<file path="config.mk">
export PLATFORM = sky130hd
export DESIGN_NAME = sky_lsu
export DESIGN_NICKNAME = d
export VERILOG_FILES = /design/src/rtl/sky_lsu.sv
export SDC_FILE = /design/constraint.sdc
export NUM_CORES = 1
export LEC_CHECK = 0
export BUFFER_PORTS_ARGS = -buffer_cell sky130_fd_sc_hd__buf_2
export CAP_MARGIN = 5
export CORE_MARGIN = 4
export CORE_UTILIZATION = 30
export CTS_BUF_LIST = sky130_fd_sc_hd__clkbuf_4 sky130_fd_sc_hd__clkbuf_8 sky130_fd_sc_hd__clkbuf_16
export DETAILED_ROUTE_END_ITERATION = 10
export MAX_ROUTING_LAYER = met4
export PLACE_DENSITY = 0.58
export SYNTH_ARGS = -nofsm -noshare
export SYNTH_HDL_FRONTEND = slang
export SYNTH_SLANG_ARGS = --single-unit
</file>
<file path="constraint.sdc">
create_clock -name clk -period 4.16 [get_ports clk]
set_input_delay 0.416 -clock clk [delete_from_list [all_inputs] [get_ports clk]]
set_output_delay 0.416 -clock clk [all_outputs]
set_load 0.05 [all_outputs]
</file>
<file path="src/rtl/sky_lsu.sv">
// Load/store unit driving a single-port word memory with 1-cycle read latency.
// Sub-word stores have no byte enables available, so they are done as read-modify-write.
module sky_lsu #(
    parameter int unsigned MEM_WORDS  = 1024,
    parameter bit          ADDR_CHECK = 1'b1
) (
    input  logic        clk,
    input  logic        reset,
    input  logic        req_valid_i,
    output logic        req_ready_o,
    input  logic        req_write_i,
    input  logic [1:0]  req_size_i,
    input  logic        req_signed_i,
    input  logic [31:0] req_addr_i,
    input  logic [31:0] req_wdata_i,
    output logic        resp_valid_o,
    input  logic        resp_ready_i,
    output logic [31:0] resp_data_o,
    output logic [1:0]  resp_error_o,
    output logic [31:0] mem_address_o,
    output logic        mem_read_en_o,
    output logic        mem_write_en_o,
    output logic [31:0] mem_write_data_o,
    input  logic [31:0] mem_read_data_i,
    output logic [2:0]  dbg_state_o
);
    // Handshakes: a transfer happens on a rising clk edge where valid && ready;
    // valid never depends combinationally on ready, and payload holds while valid && !ready.
    typedef enum logic [2:0] {IDLE, RD, RD_WAIT, WR, RESP} state_t;

    localparam logic [29:0] MEM_WORDS_W = 30'(MEM_WORDS);

    state_t      state_q, state_d;
    logic [29:0] widx_q, widx_d;
    logic [1:0]  lane_q, lane_d;
    logic [1:0]  size_q, size_d;
    logic        signed_q, signed_d;
    logic        write_q, write_d;
    logic [31:0] word_q, word_d;
    logic [31:0] data_q, data_d;
    logic [1:0]  err_q, err_d;

    logic [1:0]  acc_err;
    logic [7:0]  rd_byte;
    logic [15:0] rd_half;
    logic [31:0] ld_val;
    logic [31:0] merged;

    always_comb begin
        acc_err = 2'd0;
        if (req_size_i == 2'd3) begin
            acc_err = 2'd3;
        end else if ((req_size_i == 2'd1 && req_addr_i[0]) ||
                     (req_size_i == 2'd2 && req_addr_i[1:0] != 2'd0)) begin
            acc_err = 2'd1;
        end else if (ADDR_CHECK && req_addr_i[31:2] >= MEM_WORDS_W) begin
            acc_err = 2'd2;
        end
    end

    // Lane extraction for loads and lane merge for RMW stores, both from the read word.
    always_comb begin
        rd_byte = mem_read_data_i[{lane_q, 3'b000} +: 8];
        rd_half = lane_q[1] ? mem_read_data_i[31:16] : mem_read_data_i[15:0];
        case (size_q)
            2'd0:    ld_val = {{24{signed_q & rd_byte[7]}}, rd_byte};
            2'd1:    ld_val = {{16{signed_q & rd_half[15]}}, rd_half};
            default: ld_val = mem_read_data_i;
        endcase
        merged = mem_read_data_i;
        if (size_q == 2'd0) begin
            merged[{lane_q, 3'b000} +: 8] = word_q[7:0];
        end else begin
            merged[{lane_q[1], 4'b0000} +: 16] = word_q[15:0];
        end
    end

    always_comb begin
        state_d  = state_q;
        widx_d   = widx_q;
        lane_d   = lane_q;
        size_d   = size_q;
        signed_d = signed_q;
        write_d  = write_q;
        word_d   = word_q;
        data_d   = data_q;
        err_d    = err_q;
        case (state_q)
            IDLE: begin
                if (req_valid_i) begin
                    widx_d   = ADDR_CHECK ? req_addr_i[31:2] : req_addr_i[31:2] % MEM_WORDS_W;
                    lane_d   = req_addr_i[1:0];
                    size_d   = req_size_i;
                    signed_d = req_signed_i;
                    write_d  = req_write_i;
                    word_d   = req_wdata_i;
                    data_d   = 32'd0;
                    err_d    = acc_err;
                    if (acc_err != 2'd0) begin
                        state_d = RESP;
                    end else if (req_write_i && req_size_i == 2'd2) begin
                        state_d = WR;
                    end else begin
                        state_d = RD;
                    end
                end
            end
            RD: state_d = RD_WAIT;
            RD_WAIT: begin
                if (write_q) begin
                    word_d  = merged;
                    state_d = WR;
                end else begin
                    data_d  = ld_val;
                    state_d = RESP;
                end
            end
            WR: state_d = RESP;
            RESP: begin
                if (resp_ready_i) begin
                    state_d = IDLE;
                end
            end
            default: state_d = IDLE;
        endcase
    end

    always_ff @(posedge clk) begin
        if (reset) begin
            state_q  <= IDLE;
            widx_q   <= 30'd0;
            lane_q   <= 2'd0;
            size_q   <= 2'd0;
            signed_q <= 1'b0;
            write_q  <= 1'b0;
            word_q   <= 32'd0;
            data_q   <= 32'd0;
            err_q    <= 2'd0;
        end else begin
            state_q  <= state_d;
            widx_q   <= widx_d;
            lane_q   <= lane_d;
            size_q   <= size_d;
            signed_q <= signed_d;
            write_q  <= write_d;
            word_q   <= word_d;
            data_q   <= data_d;
            err_q    <= err_d;
        end
    end

    assign req_ready_o      = (state_q == IDLE);
    assign resp_valid_o     = (state_q == RESP);
    assign resp_data_o      = data_q;
    assign resp_error_o     = err_q;
    assign mem_read_en_o    = (state_q == RD);
    assign mem_write_en_o   = (state_q == WR);
    assign mem_address_o    = (state_q == RD || state_q == RD_WAIT || state_q == WR) ?
                              {widx_q, 2'b00} : 32'd0;
    assign mem_write_data_o = (state_q == WR) ? word_q : 32'd0;
    assign dbg_state_o      = 3'(state_q);

endmodule

</file>
==> metrics.txt, run 1 <==
Seq/Total Area, Yosys 0.383; Cell Rows a little under 50; # resized after CTS 0; Die X 143 µm; Syn Inst Count roughly 680; Total GRT Usage 0.192; VDD IR-drop max roughly 200 µV; fillcell total around 1900; critical path peak fanout 19; worst r2r path cells 6; initial antenna violation count 3; Ports about 210; Num CTS Buffers 9; fraction of layout cells with a size suffix above 1 0.302; Routed wire per std cell between 15 and 20 µm; Critical Path AT roughly 2900 ps; Routed Wire Length about 20 mm; total grt overflow 0; Worst Clk Skew between 15 and 20 ps; Clock Path Buffers 2; Yosys reg bits 105; clock sinks roughly 110; minimum clock period between 2000 and 3000 ps; Slew @ Worst Pin between 900 and 1000 ps; clk root buf clkbuf_16; input/output buffers between 200 and 250; htree depth 3; Yosys warning total 0; Synth Flop Type dfxtp_1; Starting Density 0.305; worst path required time about 4400 ps; reg-to-reg endpoint word_q[19]$_SDFFE_PP0P_; DP Wirelength around 15 mm; Max Slew Vio Count 0; final std cells w/o fill between 1000 and 1500; synth-to-layout area growth 26.7%; Crit. Startpoint lane_q[1]$_SDFFE_PP0P_; die height 143 µm; Mean Syn Cell Area 8.12 µm²; fin crit share 0.625; status finished, final reports clean; global placer's final weighted congestion 0.874; Pre-Repair DR Iteration Count 4; cts hold-fix bufs 0; Seq. cell area about 2100 µm²; crit path capture type flip-flop; first-pass GRT wire length 30.0 mm; worst setup path endpoint word_q[19]$_SDFFE_PP0P_; DRC viols 0; area of the multi-input gates 3100 µm²; sum of negative setup slack 0 ps; # placed instances roughly 1100; Max Fclk roughly 0.38 GHz; MaxCap Viol Count 0; RSZ-0062 raised after global routing no; Hold WC Path Type input pin to flip-flop; ys async rst share 0; LEAKAGE approximately 3 nW; Final Setup Violations 0; CTS tree yes; Final ANT Viol Nets 0; Yosys cell types 63; CORE AREA 18000 µm²; total number of vias between 5000 and 6000; Slew HR 0.398; Power Density between 300 and 400 nW/µm²; nature of the critical path startpoint flip-flop; number of global-route vias before repair 5353; Die Area between 20000 and 25000 µm²; post-layout util 0.387; EDFF count, synth 0; total power 0.00235 W; crit path kind flip-flop to flip-flop; NumNets Final roughly 960; setup bufs post-CTS 0; flop2flop setup slack about 1600 ps; R2R Path Start lane_q[1]$_SDFFE_PP0P_; Fin. Hold Viols 0; drt first-iter violations between 300 and 400; Worst-path clk slew 80 ps; vias per cell around 5.2; mapped cell area 5490 µm²; largest net degree at the start of global routing 47; Worst-Skew Late Latency approximately 350 ps
worst min-delay path by stage:
stage | from | to | slack [ps] | depth (start not counted)
after floorplan | widx_q[0]$_SDFFE_PP0P_ | widx_q[0]$_SDFFE_PP0P_ | 430 | 2
after global placement | widx_q[25]$_SDFFE_PP0P_ | widx_q[25]$_SDFFE_PP0P_ | 440 | 2
after detailed placement | resp_data_o[21]$_SDFFE_PP0P_ | resp_data_o[21]$_SDFFE_PP0P_ | 440 | 1
after CTS | req_addr_i[10] | widx_q[8]$_SDFFE_PP0P_ | 290 | 3
after global routing | req_addr_i[4] | widx_q[2]$_SDFFE_PP0P_ | 300 | 3
final | req_addr_i[10] | widx_q[8]$_SDFFE_PP0P_ | 300 | 3
cells in the mapped netlist, types with 2 or more instances:
cell type	number	share of area
dfxtp_1	105	0.38
or3b_4	2	0.0041
a2bb2oi_1	7	0.011
a211oi_1	18	0.025
a311oi_1	16	0.026
nor3_1	9	0.0082
o21bai_1	8	0.011
nor2b_1	3	0.0034
a41oi_1	8	0.013
clkbuf_1	38	0.026
nor4_1	5	0.0057
buf_1	2	0.0014
o21ai_1	2	0.0018
o21ai_0	18	0.016
a21oi_1	79	0.072
o2bb2ai_1	28	0.045
and2_1	65	0.074
inv_1	10	0.0068
nor3_4	2	0.0059
buf_2	11	0.010
o21a_1	9	0.012
nand3_1	10	0.0091
a21o_1	3	0.0041
o211ai_1	8	0.011
buf_4	4	0.0055
mux2i_1	2	0.0036
nor2_1	29	0.020
a22o_1	3	0.0048
nand2_1	120	0.082
buf_6	2	0.0041
a222oi_1	6	0.011
ha_1	5	0.011
mux2_2	7	0.014
nand2b_1	3	0.0034
cell families (layout without fill, tap and decap cells):
logic type / count (synthesis) / count (layout) / share of synthesized area
muxes: 10 / 10 / 0.0228
other: 1 / 5 / 0.000683
buffers and inverters: 67 / 241 / 0.0538
DFF: 105 / 105 / 0.383
and+or+nand+nor: 258 / 258 / 0.233
AOI/OAI and AO/OA: 230 / 230 / 0.295
adders and majority gates: 5 / 5 / 0.0114
power breakdown:
part / switching [W] / internal [W] / total, W
sequential: 0.0000487 / 0.00106 / 0.00110
combinational: 0.000212 / 0.000134 / 0.000346
clock: 0.000403 / 0.000496 / 0.000899
total: 0.000663 / 0.00169 / 0.00235
stage by stage:
stage	setup WS [ps]	hold slack [ps]	instance area, µm²
global placement	1630	437	6640
detailed placement	1590	441	6640
CTS	1560	286	6940
floorplan	1350	432	5490
finish	1560	298	6950
global route	1300	297	6950
layer usage:
layer  up-vias  routed length (µm)  track usage
li1       2764                   -            -
met1      2620                8950        0.263
met2       196                9030        0.290
met3        17                1480       0.0452
met4         0                 188       0.0391
met5         -                   0            -
area by class of cell:
cell class,count,area share
repair buffers,216,0.159
inverters,10,0.00540
clock buffers,11,0.0355
well taps,229,0.0412
flip-flops and latches,105,0.302
multi-input cells,505,0.447
diodes,3,0.00108
clock inverters,4,0.00846
critical path, stage by stage (launching register included):
cell and delay [ps]:
dfxtp_1 830, inv_1 220, ha_1 420, inv_1 90, o41ai_4 590, nand3_1 140, a41oi_1 220
sequential cells by signal (all words and copies together) (netlist names):
name / count
signed_q: 1
lane_q: 2
resp_error_o: 2
dbg_state_o: 3
resp_data_o: 32
write_q: 1
word_q: 32
size_q: 2
widx_q: 30
layout by cell type (no fill, tap or decap), types with 5 or more instances in the layout:
cell	Yosys	routed
buf_2	11	206
nor2_1	29	28
nor4_1	5	5
a211oi_1	18	18
o2bb2ai_1	28	28
o21ai_0	18	18
and2_1	65	65
o211ai_1	8	8
a21oi_1	79	78
a222oi_1	6	6
nand3_1	10	10
o21bai_1	8	8
dfxtp_1	105	105
inv_1	10	10
a41oi_1	8	8
clkbuf_16	0	9
buf_4	4	10
ha_1	5	5
a311oi_1	16	16
o21a_1	9	9
nand2_1	120	120
nor3_1	9	8
a2bb2oi_1	7	7
mux2_2	7	7
Power figures use the tool's default switching activity.
==> run 2, diff against run 1 <==
--- a/config.mk
+++ b/config.mk
@@ -12,7 +12,7 @@
 export CTS_BUF_LIST = sky130_fd_sc_hd__clkbuf_4 sky130_fd_sc_hd__clkbuf_8 sky130_fd_sc_hd__clkbuf_16
 export DETAILED_ROUTE_END_ITERATION = 10
 export MAX_ROUTING_LAYER = met4
-export PLACE_DENSITY = 0.58
+export PLACE_DENSITY = 0.6
 export SYNTH_ARGS = -nofsm -noshare
 export SYNTH_HDL_FRONTEND = slang
 export SYNTH_SLANG_ARGS = --single-unit
==> constraint.sdc (replaced) <==
create_clock -name clk -period 2.2 [get_ports clk]
set_input_delay 0.22 -clock clk [delete_from_list [all_inputs] [get_ports clk]]
set_output_delay 0.22 -clock clk [all_outputs]
set_load 0.05 [all_outputs]
==> run 2 against run 1 <==
  * Critical path type unchanged
  * Wire length rose by 2.1%
  * Setup slack lost 1400 ps
  * Non-clock buffer count up 20
  * Sequential share of layout area down 0.78 points
  * Total power up 90%
  * Worst hold slack worse by 200 ps
  * Final cell count grew 1.9%
==> metrics.txt, run 2 (same netlist as run 1, synthesis figures left out) <==
initial antenna violation count 1; final std cells w/o fill 1104; clk root buf clkbuf_16; Final ANT Viol Nets 0; sw frac 0.277; Hold WC Path Type input pin to flip-flop; first-pass GRT wire length approximately 31 mm; Worst-path clk slew around 70 ps; DRC viols 0; commonest non-fill, non-tap cells in the layout buf_2, nand2_1, dfxtp_1, a21oi_1, and2_1; reg-to-reg endpoint word_q[18]$_SDFFE_PP0P_; Routed wire per std cell 18.2 µm; total number of vias approximately 5700; input/output buffers just over 200; hold wc startpoint req_addr_i[5]; Fin. Hold Viols 0; Clock Power Share 0.380; Cell Rows about 50; Max Slew Vio Count 0; worst path required time 2480 ps; nature of the critical path startpoint flip-flop; fillcell total around 1900; total grt overflow 0; Critical Path AT about 2300 ps; Final Setup Violations 0; crit path kind flip-flop to flip-flop; Max Fclk a little under 0.5 GHz; status finished, final reports clean; Pre-Repair DR Iteration Count 5; minimum clock period 2060 ps; vias per cell approximately 5.2; DP Wirelength approximately 15 mm; post-layout util 0.398; worst r2r path cells 7; fraction of layout cells with a size suffix above 1 0.333; htree depth 3; combinational power share 0.157; VDD IR-drop max approximately 360 µV; LEAKAGE ~3.1 nW; placed cell areas around 6800 µm²; flop2flop setup slack about 140 ps; Num CTS Buffers 9; Int Power about 0.0032 W; Power Density between 600 and 700 nW/µm²; Die X approximately 140 µm; net switching power 0.00124 W; Starting Density 0.305; Clock Path Buffers 2; # placed instances ~1100; Total GRT Usage 0.195; CTS tree yes; Hold Path Depth 3; most common cell after layout, fill and taps aside buf_2; Die Area 20500 µm²; sum of negative setup slack 0 ps; RSZ-0062 raised after global routing no; fin area a little over 7000 µm²; global placer's final weighted congestion about 0.91; crit path capture type flip-flop; Crit. Startpoint lane_q[0]$_SDFFE_PP0P_; CORE AREA roughly 18000 µm²; Ports around 210; largest net degree at the start of global routing 39; cts hold-fix bufs 0; MaxCap Viol Count 0; Worst Clk Skew 11.9 ps; NumNets Final 976; Routed Wire Length around 20 mm; R2R Path Start lane_q[0]$_SDFFE_PP0P_; clock sinks 105; Slew HR 0.248; drt first-iter violations approximately 420; synth-to-layout area growth 30.1%; number of global-route vias before repair approximately 5500; Hold Path Sink widx_q[3]$_SDFFE_PP0P_; fin crit share 0.939; Worst-Skew Late Latency 360 ps; sequential share of power 0.463; Slew @ Worst Pin 1130 ps; critical path peak fanout 8; die height about 140 µm
run 2: how the worst max path moves through the flow:
stage	to	depth (start not counted)
2_1_floorplan	req_ready_o	4
3_3_place_gp	word_q[17]$_SDFFE_PP0P_	6
3_5_place_dp	resp_data_o[26]$_SDFFE_PP0P_	4
4_1_cts	resp_data_o[26]$_SDFFE_PP0P_	4
5_1_grt	word_q[20]$_SDFFE_PP0P_	7
6_report	word_q[18]$_SDFFE_PP0P_	7
run 2: layout make-up:
| class | instances | area (µm²) | share of cell area |
|---|---|---|---|
| Multi-Input combinational cell | 505 | 3120 | 0.437 |
| Sequential cell | 105 | 2100 | 0.295 |
| Timing Repair Buffer | 236 | 1270 | 0.178 |
| Tap cell | 229 | 287 | 0.0401 |
| Clock buffer | 13 | 262 | 0.0366 |
| Clock inverter | 3 | 47.5 | 0.00666 |
| Inverter | 10 | 37.5 | 0.00526 |
| Antenna cell | 3 | 7.51 | 0.00105 |
run 2: per-stage QoR:
stage / hold WS, ps / total power (W) / worst slack, ps
after floorplan: 356 / 0.00252 / 64.1
after global placement: 438 / 0.00281 / 168
after detailed placement: 442 / 0.00281 / 117
after CTS: 81.9 / 0.00451 / 100
after global routing: 97.1 / 0.00467 / 19.0
final: 95.3 / 0.00447 / 135
run 2: critical path: stages, from the launching register on:
cell,delay (ps)
dfxtp_1,380
inv_2,120
ha_1,140
or3b_2,490
o41ai_4,370
buf_6,180
nand3_1,80
a41oi_1,230
run 2: power by group through the flow:
stage / registers, W / logic, W / clock network, W
finish: 0.00207 / 0.000702 / 0.00170
global route: 0.00208 / 0.000773 / 0.00181
CTS: 0.00207 / 0.000697 / 0.00174
detailed placement: 0.00212 / 0.000695 / 0
global placement: 0.00212 / 0.000695 / 0
floorplan: 0.00210 / 0.000419 / 0
run 2: layer usage:
metal	GRT usage	vias up	wire length (µm)
met1	0.272	2677	9130
met3	0.0305	41	1400
met2	0.282	212	9040
met5	-	-	0
li1	-	2811	-
met4	0.0773	0	517
run 2: repair_timing:
item                                   in CTS  in global routing
setup endpoints to repair                   0                 24
endpoints found under the hold margin       0                  0
setup buffers                               0                  1
resized for setup                           0                  3
==> run 3, diff against run 2 <==
==> constraint.sdc (replaced) <==
create_clock -name clk -period 2.2 [get_ports clk]
set_input_delay 0.22 -clock clk [delete_from_list [all_inputs] [get_ports clk]]
set_output_delay 0.22 -clock clk [all_outputs]
set_load 0.1 [all_outputs]
==> run 3 against run 2 <==
  * Sequential share of layout area fell by 3.2 points
  * Design area rose by 13%
  * Final cell count fell by 0.36%
  * Via count rose by 0.80%
  * Sequential cell count did not move
  * Non-clock buffer count fell by 2
  * Clock skew rose by 2.9 ps
  * Register-to-register slack got worse by 30 ps
  * Core utilization rose by 5.0 points
  * Critical endpoint is now mem_write_data_o[17]
  * Largest cell class unchanged
  * Highest routed layer unchanged
==> metrics.txt, run 3 (same netlist as run 1, synthesis figures left out) <==
status finished, final reports clean; clock sinks roughly 110; Cell Rows 49; cts hold-fix bufs 0; Slew @ Worst Pin 1170 ps; Clock Path Buffers 2; Total GRT Usage 0.197; total number of vias 5787; Crit path largest cell delay 420 ps; Final Setup Violations 0; VDD IR-drop max approximately 320 µV; minimum clock period about 2100 ps; DP Wirelength around 16 mm; crit path capture type output port; Post-Route M1 WL about 8.9 mm; Routed wire per std cell around 19 µm; R2R Path Start lane_q[0]$_SDFFE_PP0P_; Starting Density 0.305; htree depth 3; number of global-route vias before repair between 5000 and 6000; MaxCap Viol Count 0; fin crit share 0.957; CP delay by family, top buffers and inverters; Max Slew Vio Count 0; largest net degree at the start of global routing 41; vias per cell 5.26; CTS tree yes; Fin. Hold Viols 0; sum of negative setup slack 0 ps; Ports between 200 and 250; die height roughly 140 µm; nature of the critical path startpoint flip-flop; Power Density about 570 nW/µm²; reg-to-reg endpoint resp_data_o[25]$_SDFFE_PP0P_; hold wc startpoint req_addr_i[11]; Hold WC Path Type input pin to flip-flop; Hold Path Depth 3; Worst Clk Skew ~15 ps; worst r2r path cells 4; uppermost layer routed met4; post-layout util 0.448; most common cell after layout, fill and taps aside buf_2; Worst-Skew Late Latency roughly 350 ps; Worst-path clk slew about 70 ps; Slew HR 0.219; DRC viols 0; Pre-Repair DR Iteration Count 5; commonest non-fill, non-tap cells in the layout buf_2, nand2_1, dfxtp_1, a21oi_1, buf_12; fillcell total about 1800; input/output buffers about 200; final std cells w/o fill 1100; Routed Wire Length 20.5 mm; global placer's final weighted congestion about 0.90; WL met2 ~9.6 mm; RSZ-0062 raised after global routing no; Critical Path AT ~1900 ps; Hold Path Sink widx_q[9]$_SDFFE_PP0P_; DR WL met3 roughly 1.7 mm; fraction of layout cells with a size suffix above 1 0.362; # placed instances 1081; Max Fclk about 0.48 GHz; fin area a little over 8000 µm²; flop2flop setup slack approximately 110 ps; drt first-iter violations a little under 500; Die Area 20500 µm²; synth-to-layout area growth 46.6%; Die X ~140 µm; NumNets Final ~1000; placed cell areas between 7000 and 8000 µm²; worst path required time a little under 2000 ps; worst path bufs/invs 3; Final ANT Viol Nets 0; Num CTS Buffers 9; LEAKAGE between 3 and 4 nW; Cell Chain, Critical Path inv_1, nor3_2, buf_12, and2_2, buf_2; CP max stage cell buf_2; total power 0.00462 W; clk root buf clkbuf_16; first-pass GRT wire length slightly above 30 mm; initial antenna violation count 2; crit path kind flip-flop to output port; total grt overflow 0; CORE AREA between 15000 and 20000 µm²; critical path peak fanout 33
-- run 3: worst max-delay path by stage --
stage                                      startpoint                      endpoint  depth (start not counted)
after global routing      dbg_state_o[0]$_SDFFE_PP0P_          mem_write_data_o[17]                          5
final                     dbg_state_o[0]$_SDFFE_PP0P_          mem_write_data_o[17]                          5
after global placement         lane_q[1]$_SDFFE_PP0P_       word_q[21]$_SDFFE_PP0P_                          6
after floorplan           dbg_state_o[0]$_SDFFE_PP0P_                 mem_read_en_o                          3
after detailed placement       lane_q[0]$_SDFFE_PP0P_  resp_data_o[17]$_SDFFE_PP0P_                          4
after CTS                 dbg_state_o[0]$_SDFFE_PP0P_          mem_write_data_o[16]                          5
-- run 3: metal layers --
metal	vias to the layer above	track usage
met5	-	-
met4	0	0.0510
met3	22	0.0305
met2	228	0.298
met1	2722	0.276
li1	2815	-
-- run 3: per-stage QoR --
stage	hold slack (ps)	setup slack, ps
floorplan	356	1.58
global placement	437	203
global route	111	0.303
detailed placement	441	117
finish	107	94.8
CTS	97.4	59.0
-- run 3: final cells by class --
type                    count  area [µm²]  area share
diodes                      2        5.00    0.000622
repair buffers            234        2100       0.262
inverters                  10        37.5     0.00467
well taps                 229         287      0.0356
clock buffers              10         239      0.0297
clock inverters             5        86.3      0.0107
flip-flops and latches    105        2110       0.262
multi-input cells         505        3170       0.395
-- run 3: power by group --
part	leakage [nW]	switching [W]	internal, W
registers	0.862	0.0000897	0.00199
clock network	0.160	0.000761	0.00103
logic	2.27	0.000455	0.000283
-- run 3: what timing repair did --
action                     CTS  global route
setup buffers                0             2
setup endpoints to repair    0             9
gates resized for setup      0             8
hold endpoints to repair     0             0
-- run 3: worst min-delay path, stage by stage --
cell	delay, ps
buf_2	90
nand2_1	40
a21oi_1	50
